File: src/rtl/clk_div_pkg.sv
// Shared encodings, reset defaults and config clamp helpers for the
// programmable clock divider.
package clk_div_pkg;

  localparam logic [1:0] ST_IDLE = 2'd0;
  localparam logic [1:0] ST_RUN  = 2'd1;
  localparam logic [1:0] ST_HOLD = 2'd2;

  localparam int DEF_DIV  = 100;
  localparam int DEF_HIGH = 50;

  // A period shorter than 2 cycles has no room for both a low and a high phase.
  function automatic logic [31:0] clamp_div(input logic [31:0] d);
    return (d < 32'd2) ? 32'd2 : d;
  endfunction

  // At least one low cycle per period, so the period start stays visible.
  function automatic logic [31:0] clamp_high(input logic [31:0] h, input logic [31:0] d);
    return (h > d - 32'd1) ? d - 32'd1 : h;
  endfunction

endpackage

File: src/rtl/clk_div_cfg.sv
// Shadow/active config registers for clk_div_prog. Pending values are clamped
// and become active only on an apply strobe; a load on that same edge bypasses the shadow.
module clk_div_cfg
  import clk_div_pkg::*;
#(
  parameter int WIDTH        = 16,
  parameter int DEFAULT_DIV  = DEF_DIV,
  parameter int DEFAULT_HIGH = DEF_HIGH
) (
  input  logic             clk_in,
  input  logic             rst_n,
  input  logic             load,
  input  logic [WIDTH-1:0] div_in,
  input  logic [WIDTH-1:0] high_in,
  input  logic             apply,
  output logic [WIDTH-1:0] div_r,
  output logic [WIDTH-1:0] high_r,
  output logic [WIDTH-1:0] div_nx,
  output logic [WIDTH-1:0] high_nx
);

  logic [WIDTH-1:0] div_sh, high_sh, src_div, src_high, cl_div, cl_high;
  logic             pend;

  always_comb begin
    src_div  = load ? div_in  : div_sh;
    src_high = load ? high_in : high_sh;
    cl_div   = WIDTH'(clamp_div(32'(src_div)));
    cl_high  = WIDTH'(clamp_high(32'(src_high), 32'(cl_div)));
    div_nx   = div_r;
    high_nx  = high_r;
    if (apply && (load || pend)) begin
      div_nx  = cl_div;
      high_nx = cl_high;
    end
  end

  always_ff @(posedge clk_in or negedge rst_n) begin
    if (!rst_n) begin
      div_r   <= WIDTH'(DEFAULT_DIV);
      high_r  <= WIDTH'(DEFAULT_HIGH);
      div_sh  <= WIDTH'(DEFAULT_DIV);
      high_sh <= WIDTH'(DEFAULT_HIGH);
      pend    <= 1'b0;
    end else begin
      div_r  <= div_nx;
      high_r <= high_nx;
      pend   <= (pend || load) && !apply;
      if (load) begin
        div_sh  <= div_in;
        high_sh <= high_in;
      end
    end
  end

endmodule

File: src/rtl/clk_div_prog.sv
// Programmable clock divider / period-tick generator with continuous and
// one-shot modes. All outputs are registered from the next-state values.
module clk_div_prog
  import clk_div_pkg::*;
#(
  parameter int WIDTH        = 16,
  parameter int DEFAULT_DIV  = DEF_DIV,
  parameter int DEFAULT_HIGH = DEF_HIGH
) (
  input  logic             clk_in,
  input  logic             rst_n,
  input  logic             en,
  input  logic             oneshot,
  input  logic             load,
  input  logic [WIDTH-1:0] div_in,
  input  logic [WIDTH-1:0] high_in,
  output logic             clk_out,
  output logic             tick,
  output logic             done,
  output logic             busy
);

  logic [1:0]       state, st_nx;
  logic [WIDTH-1:0] cnt, cnt_nx;
  logic [WIDTH-1:0] div_r, high_r, div_nx, high_nx;
  logic             os_r, last, apply;

  assign last  = (cnt == div_r - WIDTH'(1));
  // Config may only change between periods, or whenever the counter is parked.
  assign apply = (state != ST_RUN) || last;

  clk_div_cfg #(
    .WIDTH       (WIDTH),
    .DEFAULT_DIV (DEFAULT_DIV),
    .DEFAULT_HIGH(DEFAULT_HIGH)
  ) u_cfg (
    .clk_in (clk_in),
    .rst_n  (rst_n),
    .load   (load),
    .div_in (div_in),
    .high_in(high_in),
    .apply  (apply),
    .div_r  (div_r),
    .high_r (high_r),
    .div_nx (div_nx),
    .high_nx(high_nx)
  );

  always_comb begin
    st_nx  = state;
    cnt_nx = cnt;
    case (state)
      ST_IDLE: if (en) st_nx = ST_RUN;
      ST_RUN: begin
        if (!en) begin
          st_nx  = ST_IDLE;
          cnt_nx = '0;
        end else if (last) begin
          cnt_nx = '0;
          if (os_r) st_nx = ST_HOLD;
        end else begin
          cnt_nx = cnt + WIDTH'(1);
        end
      end
      ST_HOLD: if (!en) st_nx = ST_IDLE;
      default: begin
        st_nx  = ST_IDLE;
        cnt_nx = '0;
      end
    endcase
  end

  always_ff @(posedge clk_in or negedge rst_n) begin
    if (!rst_n) begin
      state   <= ST_IDLE;
      cnt     <= '0;
      os_r    <= 1'b0;
      clk_out <= 1'b0;
      tick    <= 1'b0;
      done    <= 1'b0;
      busy    <= 1'b0;
    end else begin
      state   <= st_nx;
      cnt     <= cnt_nx;
      if (state == ST_IDLE && en) os_r <= oneshot;
      // Waveform is derived from the same count/config that will be held next cycle.
      clk_out <= (st_nx == ST_RUN) && (cnt_nx >= div_nx - high_nx);
      tick    <= (st_nx == ST_RUN) && (cnt_nx == div_nx - WIDTH'(1));
      done    <= (st_nx == ST_HOLD);
      busy    <= (st_nx == ST_RUN);
    end
  end

endmodule

File: config.mk
export PLATFORM = sky130hd
export DESIGN_NAME = clk_div_prog
export DESIGN_NICKNAME = d
export VERILOG_FILES = /design/src/rtl/clk_div_pkg.sv /design/src/rtl/clk_div_cfg.sv /design/src/rtl/clk_div_prog.sv
export SDC_FILE = /design/constraint.sdc
export NUM_CORES = 1
export LEC_CHECK = 0
export BUFFER_PORTS_ARGS = -buffer_cell sky130_fd_sc_hd__buf_4
export CAP_MARGIN = 5
export CORE_MARGIN = 5
export CORE_UTILIZATION = 61
export CTS_BUF_LIST = sky130_fd_sc_hd__clkbuf_16
export CTS_CLUSTER_DIAMETER = 100
export DETAILED_ROUTE_END_ITERATION = 8
export HOLD_SLACK_MARGIN = 0.06
export PLACE_DENSITY = 0.83
export SKIP_LAST_GASP = 1
export SYNTH_ARGS = -nofsm -noshare
export SYNTH_HDL_FRONTEND = slang
export SYNTH_SLANG_ARGS = --single-unit
File: constraint.sdc
create_clock -name clk_in -period 10 [get_ports clk_in]
set_input_delay 0.5 -clock clk_in [delete_from_list [all_inputs] [get_ports clk_in]]
set_output_delay 0.5 -clock clk_in [all_outputs]
set_load 0.02 [all_outputs]
==> flow_metrics.env, run 1 <==
export IMPL_status="finished, final reports clean"
export IMPL_final_nets=868
export IMPL_start_kind="input pin"
export IMPL_initial_core_util=0.617
export IMPL_end_kind="register"
export IMPL_grt_antenna_before_repair=0
export IMPL_synth_area_leader_cell="dfrtp_1"
export IMPL_r2r_end="clk_out"
export IMPL_setup_ws_ns=1.41
export IMPL_netlist_area_mm2=0.00699
export IMPL_syn_num_nets=845
export IMPL_yosysSeqAreaShare=0.317
export IMPL_startpoint="load"
export IMPL_hold_viol_final=0
export IMPL_tightest_slew_ns=0.805
export IMPL_track_usage=0.276
export IMPL_wl_per_cell_um=19.3
export IMPL_root_buffer="clkbuf_16"
export IMPL_cts_tree="yes"
export IMPL_hpwlAfterDp_um=13500
export IMPL_grt_max_degree=53
export IMPL_gr_total_overflow=0
export IMPL_ir_drop_uv=124
export IMPL_drc_errors=0
export IMPL_fin_crit_ns=8.59
export IMPL_cp_num_cells=41
export IMPL_ios=41
export IMPL_period_share=0.859
export IMPL_clkTransAtPathRegs_ns=0.06
export IMPL_r2r_cells=40
export IMPL_drive_above_1_share=0.175
export IMPL_place_ws_ns=1.26
export IMPL_drt_iter0_markers=458
export IMPL_synth_area_top_cells="dfrtp_1 27%, ha_1 9.1%, mux2_2 8.1%"
export IMPL_port_buffers=40
export IMPL_synth_top_area_frac=0.272
export IMPL_path_buf_inv=4
export IMPL_gp_congestion=0.926
export IMPL_r2r_slack_ns=1.77
export IMPL_synth_edf_count=0
export IMPL_synth_seq_cells=88
export IMPL_syn_avg_cell_area_um2=9.24
export IMPL_power_density_mw_per_mm2=197
export IMPL_ys_warnings_count=0
export IMPL_path_common_cell="a21oi_1"
export IMPL_synth_ff_type="dfrtp_1"
export IMPL_hold_buffers=0
export IMPL_finalClockSkew_ns=0.00717
export IMPL_hp_class="input pin to async pin"
export IMPL_setup_viol=0
export IMPL_first_global_vias=5877
export IMPL_design_core_area_mm2=0.0113
export IMPL_max_stage_delay_ns=0.47
export IMPL_cts_sinks=88
export IMPL_cpMaxStageDelayCell="mux2i_1"
export IMPL_cts_htree_levels=3
export IMPL_clock_path_buffers=2
export IMPL_synth_distinct_cells=71
export IMPL_r2r_start="u_cfg.div_sh[11]"
export IMPL_rsz0062_at_grt="no"
export IMPL_areaGrowthSynthToFinish_pct=9.62
export IMPL_worstPathMaxFanout=46
export IMPL_worstSkewPairLatency_ns=0.36
export IMPL_path_class="input pin to register"
export IMPL_worstPathRequired_ns=10.24
export IMPL_synth_cells=756
export IMPL_vias=5836
export IMPL_die_area_mm2=0.0137
export IMPL_slew_headroom=0.459
export IMPL_row_count=39
export IMPL_final_common_cell="dfrtp_1"
export IMPL_cp_arrival_ns=8.83
export IMPL_async_flop_share=1.00
export IMPL_die_h_um=117
export IMPL_crit_family="compound AO/OA/AOI/OAI gates"
export IMPL_cts_resized=0
export IMPL_die_w_um=117
export IMPL_via_per_inst=6.30
export IMPL_grt_pass1_wl_um=29300
export IMPL_drtAntennaViolNets=0
export IMPL_drt_wl_total_um=17900
export IMPL_insertedDiodeCount=0
export IMPL_firstDrtPassIters=6
export IMPL_max_freq_ghz=0.116
export IMPL_cts_buffers=9
export IMPL_finalSetupTns_ns=0
export IMPL_cap_violations=0
export IMPL_drv_slew=0
export IMPL_final_cell_mix="76 x dfrtp_1, 56 x inv_1, 52 x nand2_1, 51 x ha_1, 50 x mux2_2"
export IMPL_post_cts_buffers=0
export IMPL_leakagePower_nw=3.41
-- worst max-delay path by stage --
stage                   end
floorplan           clk_out
global placement    clk_out
detailed placement  clk_out
CTS                 clk_out
global route        clk_out
finish              clk_out
-- per-stage QoR --
step	hold WS, ns	util	instance area, µm²	power (W)	std cells
2_1_floorplan	0.204	-	6990	0.000974	756
3_3_place_gp	0.454	0.648	7340	0.00109	911
3_5_place_dp	0.482	0.648	7340	0.00113	911
4_1_cts	0.115	0.677	7660	0.00151	927
5_1_grt	0.139	0.677	7660	0.00162	927
6_report	0.0957	0.677	7660	0.00151	927
-- synthesized netlist by cell type (10+ instances only) --
cell type   n
dfstp_2    12
xnor2_1    43
mux2_2     50
a21o_1     17
o21a_1     20
dfrtp_1    76
a21oi_1    28
nand2b_1   12
nor3_1     25
nand3_1    21
inv_1      56
nor4_1     14
mux2i_1    28
nor2_1     41
o21ai_0    35
clkbuf_1   18
and3_1     10
ha_1       51
nand2_1    52
xor2_1     20
-- cell type report --
class,count,area [µm²]
Clock buffer,9,225
Clock inverter,7,93.8
Fill cell,880,3660
Inverter,56,210
Multi-Input combinational cell,580,4400
Sequential cell,88,2220
Tap cell,143,179
Timing Repair Buffer,44,330
-- routing by layer --
metal	up-vias	wire (µm)	global-route usage
met5	-	0	0
li1	2771	-	-
met4	0	504	0.121
met1	2794	7800	0.371
met3	41	1180	0.0386
met2	230	8430	0.447
-- report_power, final --
group / switching (W) / total (W) / internal (W)
Combinational: 0.000371 / 0.000670 / 0.000299
Sequential: 0.0000525 / 0.000471 / 0.000418
Clock: 0.000151 / 0.000370 / 0.000219
-- cells by family after synthesis --
logic type / Yosys count / share of synthesized area
xor+xnor: 64 / 0.0824
flops: 88 / 0.317
mux: 78 / 0.121
fa+ha+maj: 52 / 0.0942
buf+inv: 88 / 0.0525
compound gates: 158 / 0.156
simple gates: 228 / 0.177
-- flip-flops by register name (all words and copies together) (netlist names) --
| name | flops |
|---|---|
| cnt | 16 |
| os_r | 1 |
| clk_out | 1 |
| tick | 1 |
| busy | 1 |
| u_cfg.high_sh | 16 |
| u_cfg.div_r | 16 |
| u_cfg.div_sh | 16 |
| done | 1 |
| u_cfg.high_r | 16 |
| state | 2 |
| u_cfg.pend | 1 |
No activity file was read; power rests on OpenSTA's default activity.
==> inputs of run 2 (changes only) <==
--- a/config.mk
+++ b/config.mk
@@ -8,13 +8,12 @@
 export BUFFER_PORTS_ARGS = -buffer_cell sky130_fd_sc_hd__buf_4
 export CAP_MARGIN = 5
 export CORE_MARGIN = 5
-export CORE_UTILIZATION = 61
+export CORE_UTILIZATION = 55
 export CTS_BUF_LIST = sky130_fd_sc_hd__clkbuf_16
 export CTS_CLUSTER_DIAMETER = 100
 export DETAILED_ROUTE_END_ITERATION = 8
 export HOLD_SLACK_MARGIN = 0.06
-export PLACE_DENSITY = 0.83
-export SKIP_LAST_GASP = 1
+export PLACE_DENSITY = 0.76
 export SYNTH_ARGS = -nofsm -noshare
 export SYNTH_HDL_FRONTEND = slang
 export SYNTH_SLANG_ARGS = --single-unit
==> constraint.sdc (replaced) <==
create_clock -name clk_in -period 9.6 [get_ports clk_in]
set_input_delay 0.48 -clock clk_in [delete_from_list [all_inputs] [get_ports clk_in]]
set_output_delay 0.48 -clock clk_in [all_outputs]
set_load 0.02 [all_outputs]
==> flow_metrics.env, run 2 (same netlist as run 1, synthesis figures left out) <==
export IMPL_path_class="input pin to register"
export IMPL_path_common_cell="a21oi_1"
export IMPL_port_buffers=40
export IMPL_final_cell_mix="76 x dfrtp_1, 56 x inv_1, 52 x nand2_1, 51 x ha_1, 50 x mux2_2"
export IMPL_hpwlAfterDp_um=13600
export IMPL_firstDrtPassIters=6
export IMPL_fin_cells=955
export IMPL_finalClockSkew_ns=0.00764
export IMPL_cpMaxStageDelayCell="and2_1"
export IMPL_row_count=41
export IMPL_hp_class="input pin to async pin"
export IMPL_status="finished, final reports clean"
export IMPL_vias=5815
export IMPL_areaGrowthSynthToFinish_pct=9.88
export IMPL_leakagePower_nw=3.40
export IMPL_track_usage=0.247
export IMPL_finalSetupTns_ns=0
export IMPL_cts_buffers=9
export IMPL_cts_resized=0
export IMPL_place_area_mm2=0.00737
export IMPL_ios=41
export IMPL_nFillCells=1089
export IMPL_fin_crit_ns=8.43
export IMPL_slew_headroom=0.252
export IMPL_period_share=0.878
export IMPL_insertedDiodeCount=0
export IMPL_crit_family="compound AO/OA/AOI/OAI gates"
export IMPL_cts_sinks=88
export IMPL_tightest_slew_ns=1.12
export IMPL_root_buffer="clkbuf_16"
export IMPL_post_cts_buffers=0
export IMPL_drtAntennaViolNets=0
export IMPL_wl_per_cell_um=18.7
export IMPL_die_area_mm2=0.0151
export IMPL_power_density_mw_per_mm2=203
export IMPL_max_stage_delay_ns=0.52
export IMPL_die_h_um=123
export IMPL_via_per_inst=6.09
export IMPL_setup_viol=0
export IMPL_multi_input_area_mm2=0.00440
export IMPL_initial_core_util=0.558
export IMPL_worstSkewPairLatency_ns=0.35
export IMPL_ir_drop_uv=95.4
export IMPL_final_area_mm2=0.00768
export IMPL_start_kind="input pin"
export IMPL_first_global_vias=5822
export IMPL_design_core_area_mm2=0.0125
export IMPL_cp_arrival_ns=8.66
export IMPL_drv_slew=0
export IMPL_die_w_um=123
export IMPL_gr_total_overflow=0
export IMPL_max_freq_ghz=0.119
export IMPL_grt_antenna_before_repair=0
export IMPL_drt_iter0_markers=422
export IMPL_drive_above_1_share=0.176
export IMPL_r2r_slack_ns=1.51
export IMPL_grt_max_degree=89
export IMPL_grt_pass1_wl_um=29100
export IMPL_seqCellArea_mm2=0.00222
export IMPL_path_buf_inv=3
export IMPL_cts_tree="yes"
export IMPL_end_kind="register"
export IMPL_hold_viol_final=0
export IMPL_drc_errors=0
export IMPL_final_nets=867
export IMPL_gp_congestion=0.876
export IMPL_cap_violations=0
export IMPL_worstPathRequired_ns=9.84
export IMPL_r2r_start="u_cfg.div_sh[11]"
export IMPL_final_common_cell="dfrtp_1"
export IMPL_rsz0062_at_grt="no"
export IMPL_hold_buffers=0
export IMPL_cts_htree_levels=3
export IMPL_dp_cells=939
export IMPL_clkTransAtPathRegs_ns=0.07
export IMPL_startpoint="load"
export IMPL_worstPathMaxFanout=46
export IMPL_clock_path_buffers=2
export IMPL_drt_wl_total_um=17900
run 2: final timing paths:
kind                            cells past startpoint          endpoint
min in group clk_in                                 2              os_r
worst min-delay path                                1  u_cfg.high_sh[2]
max in group asynchronous                           1            cnt[3]
worst max-delay path                               38           clk_out
worst max register to register                     37           clk_out
worst min register to register                      2   u_cfg.high_r[0]
run 2: final cells by class:
type | instances | area share
multi-input cells | 580 | 0.574
clock inverters | 7 | 0.0109
inverters | 56 | 0.0274
flip-flops and latches | 88 | 0.289
repair buffers | 43 | 0.0420
well taps | 172 | 0.0280
clock buffers | 9 | 0.0293
run 2: where the power goes:
part | total [W] | switching [W] | internal [W]
Clock | 0.000377 | 0.000169 | 0.000208
Sequential | 0.000489 | 0.0000537 | 0.000435
Combinational | 0.000694 | 0.000384 | 0.000310
Total | 0.00156 | 0.000607 | 0.000953
run 2: metal layers:
metal | global-route usage | part of all wire | vias up
li1 | - | - | 2782
met1 | 0.333 | 0.45 | 2812
met2 | 0.405 | 0.47 | 189
met3 | 0.0341 | 0.059 | 32
met4 | 0.0889 | 0.024 | 0
met5 | 0 | 0 | -
run 2: per-stage QoR:
stage / total power (W) / setup WS, ns / hold WS [ns] / utilization
2_1_floorplan: 0.00101 / 2.07 / 0.184 / -
3_3_place_gp: 0.00114 / 1.24 / 0.452 / 0.589
3_5_place_dp: 0.00117 / 0.928 / 0.463 / 0.589
4_1_cts: 0.00156 / 1.27 / 0.351 / 0.613
5_1_grt: 0.00167 / 0.304 / 0.365 / 0.613
6_report: 0.00156 / 1.17 / 0.327 / 0.613
